===== src/rtl/vga_timing_gen.sv =====
// ---------------------------------------------------------------------------
// vga_timing_gen
//
// Parametrised VGA raster timing generator. Walks an (x, y) raster covering
// the active area plus front porch, sync and back porch in both directions,
// and produces registered, mutually aligned sync, display-enable and
// line/frame start strobes for the pixel renderer and the DAC/pin stage.
//
// A pixel clock enable (pix_ce) lets one fast system clock drive any slower
// pixel rate: nothing in the raster moves on a clk edge with pix_ce low.
// A run/stop control lets the raster finish the frame it is drawing and then
// park at the last position (H_TOTAL-1, V_TOTAL-1), so that restarting
// always begins a clean frame at (0, 0).
//
// Ports
//   clk          system clock
//   rst_n        synchronous active-low reset
//   pix_ce       pixel clock enable
//   run          1 = keep generating frames, 0 = park at the end of the frame
//   x, y         current pixel column / line
//   hsync        horizontal sync, H_POL level while in the sync region
//   vsync        vertical sync, V_POL level while in the sync region
//   de           display enable, high inside the active area
//   line_start   one-clk strobe when the raster steps to x = 0
//   frame_start  one-clk strobe when the raster steps to (0, 0)
//   busy         high whenever the raster is not parked
// ---------------------------------------------------------------------------
module vga_timing_gen #(
   parameter int H_ACTIVE = 640,
   parameter int H_FP     = 16,
   parameter int H_SYNC   = 96,
   parameter int H_BP     = 48,
   parameter int V_ACTIVE = 480,
   parameter int V_FP     = 10,
   parameter int V_SYNC   = 2,
   parameter int V_BP     = 33,
   parameter bit H_POL    = 1'b0,
   parameter bit V_POL    = 1'b0,
   parameter int XW       = 10,
   parameter int YW       = 10
) (
   input  logic          clk,
   input  logic          rst_n,
   input  logic          pix_ce,
   input  logic          run,
   output logic [XW-1:0] x,
   output logic [YW-1:0] y,
   output logic          hsync,
   output logic          vsync,
   output logic          de,
   output logic          line_start,
   output logic          frame_start,
   output logic          busy
);

   localparam int H_TOTAL = H_ACTIVE + H_FP + H_SYNC + H_BP;
   localparam int V_TOTAL = V_ACTIVE + V_FP + V_SYNC + V_BP;

   // Region boundaries are kept as inclusive "last" positions so that none
   // of them can exceed TOTAL-1, which always fits in the counter width even
   // when the raster exactly fills 2^XW or 2^YW.
   localparam logic [XW-1:0] X_LAST      = XW'(H_TOTAL - 1);
   localparam logic [XW-1:0] X_ACT_LAST  = XW'(H_ACTIVE - 1);
   localparam logic [XW-1:0] X_HS_FIRST  = XW'(H_ACTIVE + H_FP);
   localparam logic [XW-1:0] X_HS_LAST   = XW'(H_ACTIVE + H_FP + H_SYNC - 1);
   localparam logic [YW-1:0] Y_LAST      = YW'(V_TOTAL - 1);
   localparam logic [YW-1:0] Y_ACT_LAST  = YW'(V_ACTIVE - 1);
   localparam logic [YW-1:0] Y_VS_FIRST  = YW'(V_ACTIVE + V_FP);
   localparam logic [YW-1:0] Y_VS_LAST   = YW'(V_ACTIVE + V_FP + V_SYNC - 1);

   typedef enum logic [1:0] {
      IDLE     = 2'd0,
      RUN      = 2'd1,
      STOPPING = 2'd2
   } state_t;

   state_t        state_q, state_d;
   logic [XW-1:0] x_q, x_d;
   logic [YW-1:0] y_q, y_d;
   logic          hsync_q, hsync_d;
   logic          vsync_q, vsync_d;
   logic          de_q, de_d;
   logic          lineStart_q, lineStart_d;
   logic          frameStart_q, frameStart_d;
   logic          busy_q, busy_d;
   logic          atLineEnd;
   logic          atFrameEnd;

   // Position of the raster relative to its wrap points. atFrameEnd marks the
   // single position from which the next step would return to (0, 0); that is
   // also where a stop request parks the raster.
   always_comb begin
      atLineEnd  = (x_q == X_LAST);
      atFrameEnd = atLineEnd && (y_q == Y_LAST);
   end

   // State register. Kept apart from the raster registers so the FSM reads
   // as register / next-state / output. Reset always lands in IDLE, so a
   // reset in the middle of a frame leaves nothing behind and the next
   // frame after release begins at (0, 0).
   always_ff @(posedge clk) begin
      if (!rst_n) begin
         state_q <= IDLE;
      end else begin
         state_q <= state_d;
      end
   end

   // Next-state and raster stepping. Everything holds on edges without
   // pix_ce, including the FSM, so a run change seen on such an edge simply
   // waits for the next enabled edge. RUN and STOPPING step the raster in
   // exactly the same way; the only difference is that STOPPING, when run is
   // still low at the final position, holds the counters instead of wrapping
   // and drops to IDLE. Seeing run high again in STOPPING returns to RUN
   // without disturbing the raster, so a stop request withdrawn within the
   // frame leaves the frame timing untouched. Leaving IDLE jumps straight to
   // (0, 0), which is exactly where the wrap from the parked position would
   // have gone, so both paths raise the same pair of strobes.
   always_comb begin
      state_d      = state_q;
      x_d          = x_q;
      y_d          = y_q;
      lineStart_d  = 1'b0;
      frameStart_d = 1'b0;
      if (pix_ce) begin
         case (state_q)
            IDLE: begin
               if (run) begin
                  state_d      = RUN;
                  x_d          = '0;
                  y_d          = '0;
                  lineStart_d  = 1'b1;
                  frameStart_d = 1'b1;
               end
            end
            RUN, STOPPING: begin
               if ((state_q == STOPPING) && !run && atFrameEnd) begin
                  state_d = IDLE;
               end else begin
                  state_d = run ? RUN : STOPPING;
                  if (atLineEnd) begin
                     x_d         = '0;
                     lineStart_d = 1'b1;
                     if (atFrameEnd) begin
                        y_d          = '0;
                        frameStart_d = 1'b1;
                     end else begin
                        y_d = y_q + YW'(1);
                     end
                  end else begin
                     x_d = x_q + XW'(1);
                  end
               end
            end
            default: begin
               state_d = IDLE;
            end
         endcase
      end
   end

   // Output decode. Sync and display enable are decoded from the position the
   // raster is about to present, not the one it presents now, and then
   // registered alongside x/y. That way every output changes on the same edge
   // and describes the same pixel, with no one-cycle skew between the
   // counters and the decoded signals.
   always_comb begin
      hsync_d = ((x_d >= X_HS_FIRST) && (x_d <= X_HS_LAST)) ? H_POL : ~H_POL;
      vsync_d = ((y_d >= Y_VS_FIRST) && (y_d <= Y_VS_LAST)) ? V_POL : ~V_POL;
      de_d    = (x_d <= X_ACT_LAST) && (y_d <= Y_ACT_LAST);
      busy_d  = (state_d != IDLE);
   end

   // Raster and output registers. Reset parks the raster at the last
   // position with every strobe low and both syncs inactive, matching what
   // IDLE presents after a normal stop.
   always_ff @(posedge clk) begin
      if (!rst_n) begin
         x_q          <= X_LAST;
         y_q          <= Y_LAST;
         hsync_q      <= ~H_POL;
         vsync_q      <= ~V_POL;
         de_q         <= 1'b0;
         lineStart_q  <= 1'b0;
         frameStart_q <= 1'b0;
         busy_q       <= 1'b0;
      end else begin
         x_q          <= x_d;
         y_q          <= y_d;
         hsync_q      <= hsync_d;
         vsync_q      <= vsync_d;
         de_q         <= de_d;
         lineStart_q  <= lineStart_d;
         frameStart_q <= frameStart_d;
         busy_q       <= busy_d;
      end
   end

   // Every output comes straight from a register.
   always_comb begin
      x           = x_q;
      y           = y_q;
      hsync       = hsync_q;
      vsync       = vsync_q;
      de          = de_q;
      line_start  = lineStart_q;
      frame_start = frameStart_q;
      busy        = busy_q;
   end

endmodule

===== config.mk =====
export PLATFORM = sky130hd
export DESIGN_NAME = vga_timing_gen
export DESIGN_NICKNAME = d
export VERILOG_FILES = /design/src/rtl/vga_timing_gen.sv
export SDC_FILE = /design/constraint.sdc
export NUM_CORES = 1
export LEC_CHECK = 0
export ABC_AREA = 1
export ABC_CLOCK_PERIOD_IN_PS = 2000
export BUFFER_PORTS_ARGS = -buffer_cell sky130_fd_sc_hd__buf_4
export CAP_MARGIN = 20
export CORE_ASPECT_RATIO = 0.5
export CORE_UTILIZATION = 45
export CTS_CLUSTER_DIAMETER = 200
export DETAILED_ROUTE_END_ITERATION = 10
export PLACE_DENSITY = 0.68
export SYNTH_ARGS = -nofsm -noshare
export SYNTH_HDL_FRONTEND = slang
export SYNTH_SLANG_ARGS = --single-unit

===== constraint.sdc =====
create_clock -name clk -period 2 [get_ports clk]
set_input_delay 0.4 -clock clk [delete_from_list [all_inputs] [get_ports clk]]
set_output_delay 0.4 -clock clk [all_outputs]
set_load 0.02 [all_outputs]

# After elaboration in Yosys (flattened, before gate mapping)
# Index checks and enable logic that the tools add are counted.
# Widths: inputs -> output; s select.
totals:
  ff_bits: 28
  input_bits: 4
  wordCells: 58
op_classes:
  add_sub_neg: 2
  order_cmp: 6
  eq_ne: 4
  mux: 26
  n_reduce_logical: 11
op_table:
  columns: ["cell", "n"]
  rows:
  - ["$mux 10", 9]
  - ["$pmux 10 s2", 2]
  - ["$add 10x1->10 const B", 2]
  - ["$eq 10x10->1 const B", 2]
  - ["$le 10x10->1 const B", 2]
  - ["$le 10x9->1 const B", 2]
  - ["$ge 10x10->1 const B", 1]
  - ["$ge 10x9->1 const B", 1]
  - ["$mux 1", 8]
  - ["$mux 2", 4]
  - ["$logic_and 1x1->1", 6]
  - ["$pmux 1 s2", 2]
  - ["$pmux 2 s2", 1]
  - ["$eq 2x1->1 const B", 1]
  - ["$eq 2x2->1 const B", 1]
  - ["$logic_not 2->1", 1]
  - ["$reduce_and 2->1", 1]
  - ["$reduce_bool 2->1", 1]
  - ["$reduce_or 2->1", 1]
  - ["$logic_not 1->1", 1]

# Depth between registers and ports, before layout
logic_depth:
  word_depth: 10
  ltp_mapped: 15

# Worst setup path before layout
# No wires, ideal clock.
synth_path:
  kind: "register -> register"
  from: "register x_q[0] (netlist: x[0])"
  to: "register vsync_q (netlist: vsync)"
  t_arrival_ns: 1.754
  required_ns: 1.879
  slack_ns: 0.125
  path_stages_with_launch: 14
  period_less_slack_ns: 1.875
  cell_sequence: "dfxtp_1 > ha_1 > inv_2 > nor2_2 > nand3_2 > nor2_4 > buf_6 > nand3_1 > nand2_1 > a21oi_1 > nor2_1 > nand3_1 > nor2_1 > nand3_1"
synth_between:
  elab_chain_len: 10
  elab_cells_between_ends: 12
  classes_between: "2 x order compare; 1 x eq/ne; 6 x mux; 3 x reduce/logical"
synth_rtl:
  columns: ["item", "line_no", "rtl"]
  rows:
  - ["start, declared", "78", "logic [XW-1:0] x_q, x_d;"]
  - ["start signal, assigned", "179", "x_q <= X_LAST;"]
  - ["start signal, assigned", "188", "x_q <= x_d;"]
  - ["$eq 10x10->1 *", "93", "atLineEnd = (x_q == X_LAST);"]
  - ["$logic_and 1x1->1", "94", "atFrameEnd = atLineEnd && (y_q == Y_LAST);"]
  - ["$mux 10", "144", "if (atFrameEnd) begin"]
  - ["$mux 10", "141", "if (atLineEnd) begin"]
  - ["$mux 10 *", "137", "if ((state_q == STOPPING) && !run && atFrameEnd) begin"]
  - ["$pmux 10 s2 *", "126", "case (state_q)"]
  - ["$mux 10 *", "125", "if (pix_ce) begin"]
  - ["$ge 10x9->1 / $le 10x9->1 (equally long branches)", "169", "vsync_d = ((y_d >= Y_VS_FIRST) && (y_d <= Y_VS_LAST)) ? V_POL : ~V_POL;"]
  - ["$logic_and 1x1->1 *", "169", null]
  - ["$mux 1 *", "169", null]
  - ["end signal, assigned", "182", "vsync_q <= ~V_POL;"]
  - ["end signal, assigned", "191", "vsync_q <= vsync_d;"]
  - ["end, declared", "81", "logic vsync_q, vsync_d;"]
# Every way passes the cells marked *; elsewhere a longest branch is shown, timed or not.
# A chain may end at the register's enable or synchronous reset.

# Worst setup path after layout
layout_path:
  from: "register x_q[1] (netlist: x[1])"
  to: "register hsync_q (netlist: hsync)"
layout_between:
  elab_chain_len: 9
  elab_cells_between_ends: 13
  classes_between: "1 x add/sub; 2 x order compare; 1 x eq/ne; 6 x mux; 3 x reduce/logical"
layout_rtl:
  columns: ["item", "line_no", "rtl"]
  rows:
  - ["parallel branches: the longest is 5 deep, another holds $add 10x1->10", null, null]
  - ["$mux 10 *", "125", null]
  - ["$ge 10x10->1 / $le 10x10->1 (equally long branches)", "168", "hsync_d = ((x_d >= X_HS_FIRST) && (x_d <= X_HS_LAST)) ? H_POL : ~H_POL;"]
  - ["$logic_and 1x1->1 *", "168", null]
  - ["$mux 1 *", "168", null]
  - ["end signal, assigned", "181", "hsync_q <= ~H_POL;"]
  - ["end signal, assigned", "190", "hsync_q <= hsync_d;"]
  - ["end, declared", "80", "logic hsync_q, hsync_d;"]
# Mark *: on every way between the ends.

==> summary.txt <==
Placed design
  • # port buffers: 29
  • Routability congestion estimate from global placement: about 0.95
  • Placed Cells incl. Taps: 418
  • Cell area after placement: between 2000 and 2500 um2
  • Estimated wirelength of the detail-placed design: 4380 um

Synth
  • Post-synthesis instance total: 320
  • Combined area of all synthesized cells: approximately 2000 um2
  • Async set-or-reset flop fraction in the synthesized netlist: 0
  • Most used DFF post-synth: sky130_fd_sc_hd__dfxtp_1
  • Most used standard cells in the synthesized netlist: sky130_fd_sc_hd__nand2_1 (101), sky130_fd_sc_hd__inv_1 (41), sky130_fd_sc_hd__nor2_1 (31), sky130_fd_sc_hd__dfxtp_1 (28), sky130_fd_sc_hd__nand3_1 (28)
  • Synthesized flop and latch total: 28
  • Yosys warnings: 0
  • Cell with the most instances after synthesis: sky130_fd_sc_hd__nand2_1
  • Number of distinct standard cells referenced by the synthesized netlist: 29
  • Seq/Total Area, Yosys: 0.282
  • Post-synth EDFFs: 0
  • Share of the synthesized area in the top cell type: 0.282
  • Main area contributors after synthesis: sky130_fd_sc_hd__dfxtp_1 (28%), sky130_fd_sc_hd__nand2_1 (19%), sky130_fd_sc_hd__inv_1 (7.7%), sky130_fd_sc_hd__nand3_1 (7.1%), sky130_fd_sc_hd__nor2_1 (5.9%)
  • Post-synthesis area per instance: 6.21 um2
  • Syn Nets: 330
  • Top cell type by total area after synthesis: sky130_fd_sc_hd__dfxtp_1

Route
  • Antenna-violating nets left: 0
  • Avg Vias per Cell: a little over 5
  • Via count of the routed design: 2183
  • Count of unresolved DRC violations after routing: 0
  • Aggregate routed wire length: 5600 um
  • Initial DRC count: 136
  • Number of iterations in the first detailed-routing pass: 4
  • Routed length per placed instance: 13.1 um

Setup path
  • Worst-path maximum fanout: 5
  • Critical-path cell list: ha_2, inv_2, nor2_2, nand3_2, nor2_4, o21ai_4, buf_4, o211ai_1, nand3_1, nand2_1, nand3_1, nor2_1, nand2_1
  • Path type of the worst setup path: flop to flop
  • Slowest cell on crit path: sky130_fd_sc_hd__dfxtp_2
  • Largest stage delay on the critical path: 360 ps
  • Depth of the most critical reg-to-reg path: 13
  • Worst setup slack for register-to-register paths: 110 ps
  • Crit-path leading delay family: simple AND/OR/NAND/NOR gates
  • Beginning of the worst register-to-register path: x[1]
  • Reg2reg end: hsync
  • Required time at the worst-slack endpoint: approximately 2200 ps
  • Critical Path Source Type: flop
  • Critical path arrival: 2070 ps
  • Critical path buffers and inverters: 2
  • Element type at the critical path end: flop

Cells and area
  • Count of inserted antenna diode cells: 0
  • Fraction of final layout cells sized beyond drive strength 1: 0.286
  • Post-layout nets: slightly below 400
  • Non-filler cells in the finished layout: between 400 and 500
  • Non-Filler Cell Area, Final: roughly 2600 um2
  • Area added between synthesis and finish: 28.5%

Clocking
  • Root buffer cell: sky130_fd_sc_hd__clkbuf_8
  • Clock tree from TritonCTS: yes
  • CTS HTree Levels: 1
  • Total number of clock tree sinks: 28
  • Cts bufs inserted: 3
  • Post-cts hold buffer count: 0
  • Clock-pin slew reported for the worst setup and hold paths after clock tree synthesis: approximately 90 ps
  • Insertion delay of the later-clocked pin in the worst-skew pair: ~280 ps
  • Maximum buffer depth of the clock tree: 2

Floorplanning
  • Starting density of the core: 0.489
  • Number of primary I/O pins: 30
  • Die outline height: 49.0 um
  • Core box area: 4060 um2
  • Row count: 16
  • Chip width: 96.0 um
  • Die area: about 4700 um2

Pwr
  • Pwr per Cell Area: 617 nW/um2
  • Total leakage power: 1.32 nW
  • VDD IR-drop max: 0.402 mV

STA
  • Worst hold-check slack: 413 ps
  • Setup violation total in the final timing report: 0
  • Worst-case clock skew: between 5 and 6 ps
  • Hold Violations, Final: 0
  • Achievable frequency: 530 MHz
  • Final worst path period share: 0.943
  • Worst-margin pin slew: 364 ps
  • Slew Limit Headroom: 0.756
  • Number of slew-limit violations in the final report: 0
  • Final min period: 1890 ps

Run status
  • Result of the run: completed

Hold path
  • Launch point of the worst hold path: rst_n
  • Destination of the worst hold path: x[1]
  • Hold Path Class: primary input to flop
  • Depth of the worst hold-timing path: 2

Global route
  • First-pass GRT wire length: 8940 um
  • GR Overflow Total: 0
  • Largest net degree at the start of global routing: 18
  • Initial antenna violation count: 0
  • Overall fraction of global-route tracks in use: 0.249
  • Via count of the first global-routing pass: 1881

Job
  • Number of maximum-capacitance constraint violations: 0
[stage by stage]
| step | TNS [ps] | utilization | power, mW | setup slack (ps) |
|---|---|---|---|---|
| global placement | 0 | 0.590 | 1.18 | 135 |
| floorplan | 0 | - | 1.00 | 125 |
| CTS | 0 | 0.603 | 1.55 | 54.8 |
| finish | 0 | 0.628 | 1.58 | 114 |
| detailed placement | 0 | 0.590 | 1.19 | 79.8 |
| global route | -16.6 | 0.628 | 1.69 | -16.6 |
[worst max path at each step]
stage	start	endpoint	slack, ps	depth (start not counted)
floorplan	x[0]	vsync	120	13
global placement	y[1]	de	130	13
detailed placement	y[0]	hsync	80	11
CTS	y[1]	de	50	13
global route	x[1]	hsync	-20	13
finish	x[1]	hsync	110	13
[worst reg2reg max path, stage by stage (launching register included)]
cell	delay [ps]
sky130_fd_sc_hd__dfxtp_2	360
sky130_fd_sc_hd__ha_2	190
sky130_fd_sc_hd__inv_2	50
sky130_fd_sc_hd__nor2_2	80
sky130_fd_sc_hd__nand3_2	90
sky130_fd_sc_hd__nor2_4	190
sky130_fd_sc_hd__o21ai_4	110
sky130_fd_sc_hd__buf_4	140
sky130_fd_sc_hd__o211ai_1	90
sky130_fd_sc_hd__nand3_1	150
sky130_fd_sc_hd__nand2_1	120
sky130_fd_sc_hd__nand3_1	80
sky130_fd_sc_hd__nor2_1	100
sky130_fd_sc_hd__nand2_1	50
[cell usage in the layout (no fill, tap or decap), types with 3 or more instances in the layout]
master / netlist / final
sky130_fd_sc_hd__nand2_2: 4 / 6
sky130_fd_sc_hd__nand2_1: 101 / 99
sky130_fd_sc_hd__nand4_1: 14 / 14
sky130_fd_sc_hd__nor2_2: 4 / 5
sky130_fd_sc_hd__nor2_1: 31 / 28
sky130_fd_sc_hd__ha_1: 6 / 3
sky130_fd_sc_hd__o22ai_1: 3 / 3
sky130_fd_sc_hd__o211ai_1: 4 / 4
sky130_fd_sc_hd__clkbuf_8: 0 / 4
sky130_fd_sc_hd__nand3_1: 28 / 26
sky130_fd_sc_hd__ha_2: 0 / 3
sky130_fd_sc_hd__inv_1: 41 / 39
sky130_fd_sc_hd__dfxtp_1: 28 / 25
sky130_fd_sc_hd__inv_2: 10 / 12
sky130_fd_sc_hd__nand3_2: 2 / 4
sky130_fd_sc_hd__buf_4: 0 / 56
sky130_fd_sc_hd__a21oi_1: 12 / 11
sky130_fd_sc_hd__nor2_4: 5 / 7
sky130_fd_sc_hd__o21ai_0: 5 / 5
[final cells by class]
type / instances / area (um2)
fillers: 407 / 1510
multi-input cells: 234 / 1250
inverters: 52 / 195
clock buffers: 4 / 55.1
repair buffers: 56 / 420
flip-flops and latches: 28 / 567
well taps: 54 / 67.6
[registers in the layout (all words and copies together), names as in the netlist]
| name | count |
|---|---|
| busy | 1 |
| de | 1 |
| frame_start | 1 |
| hsync | 1 |
| line_start | 1 |
| state_q | 2 |
| vsync | 1 |
| x | 10 |
| y | 10 |
[metal layers]
layer / wire length, um / GRT usage / vias to the layer above
li1: - / - / 1134
met1: 2800 / 0.380 / 978
met2: 2410 / 0.375 / 67
met3: 376 / 0.0530 / 4
met4: 15 / 0.00995 / 0
met5: 0 / 0 / -
[where the power goes]
group          switching, mW  leakage (nW)  internal (mW)
Combinational          0.369          1.06          0.225
Clock                  0.182        0.0288          0.177
Sequential            0.0316         0.231          0.592
Total                  0.582          1.32          0.993
[logic make-up after synthesis]
group / synth area share
buffers and inverters: 0.115
and+or+nand+nor: 0.454
xor gates and xnor gates: 0.00882
adders and majority gates: 0.0378
AOI/OAI and AO/OA: 0.102
DFF: 0.282
[timing repair]
action                     CTS  global route
buffers inserted             0             6
setup endpoints to repair    0             4
resized for setup            0            20
(Power assumes the default switching activity.)
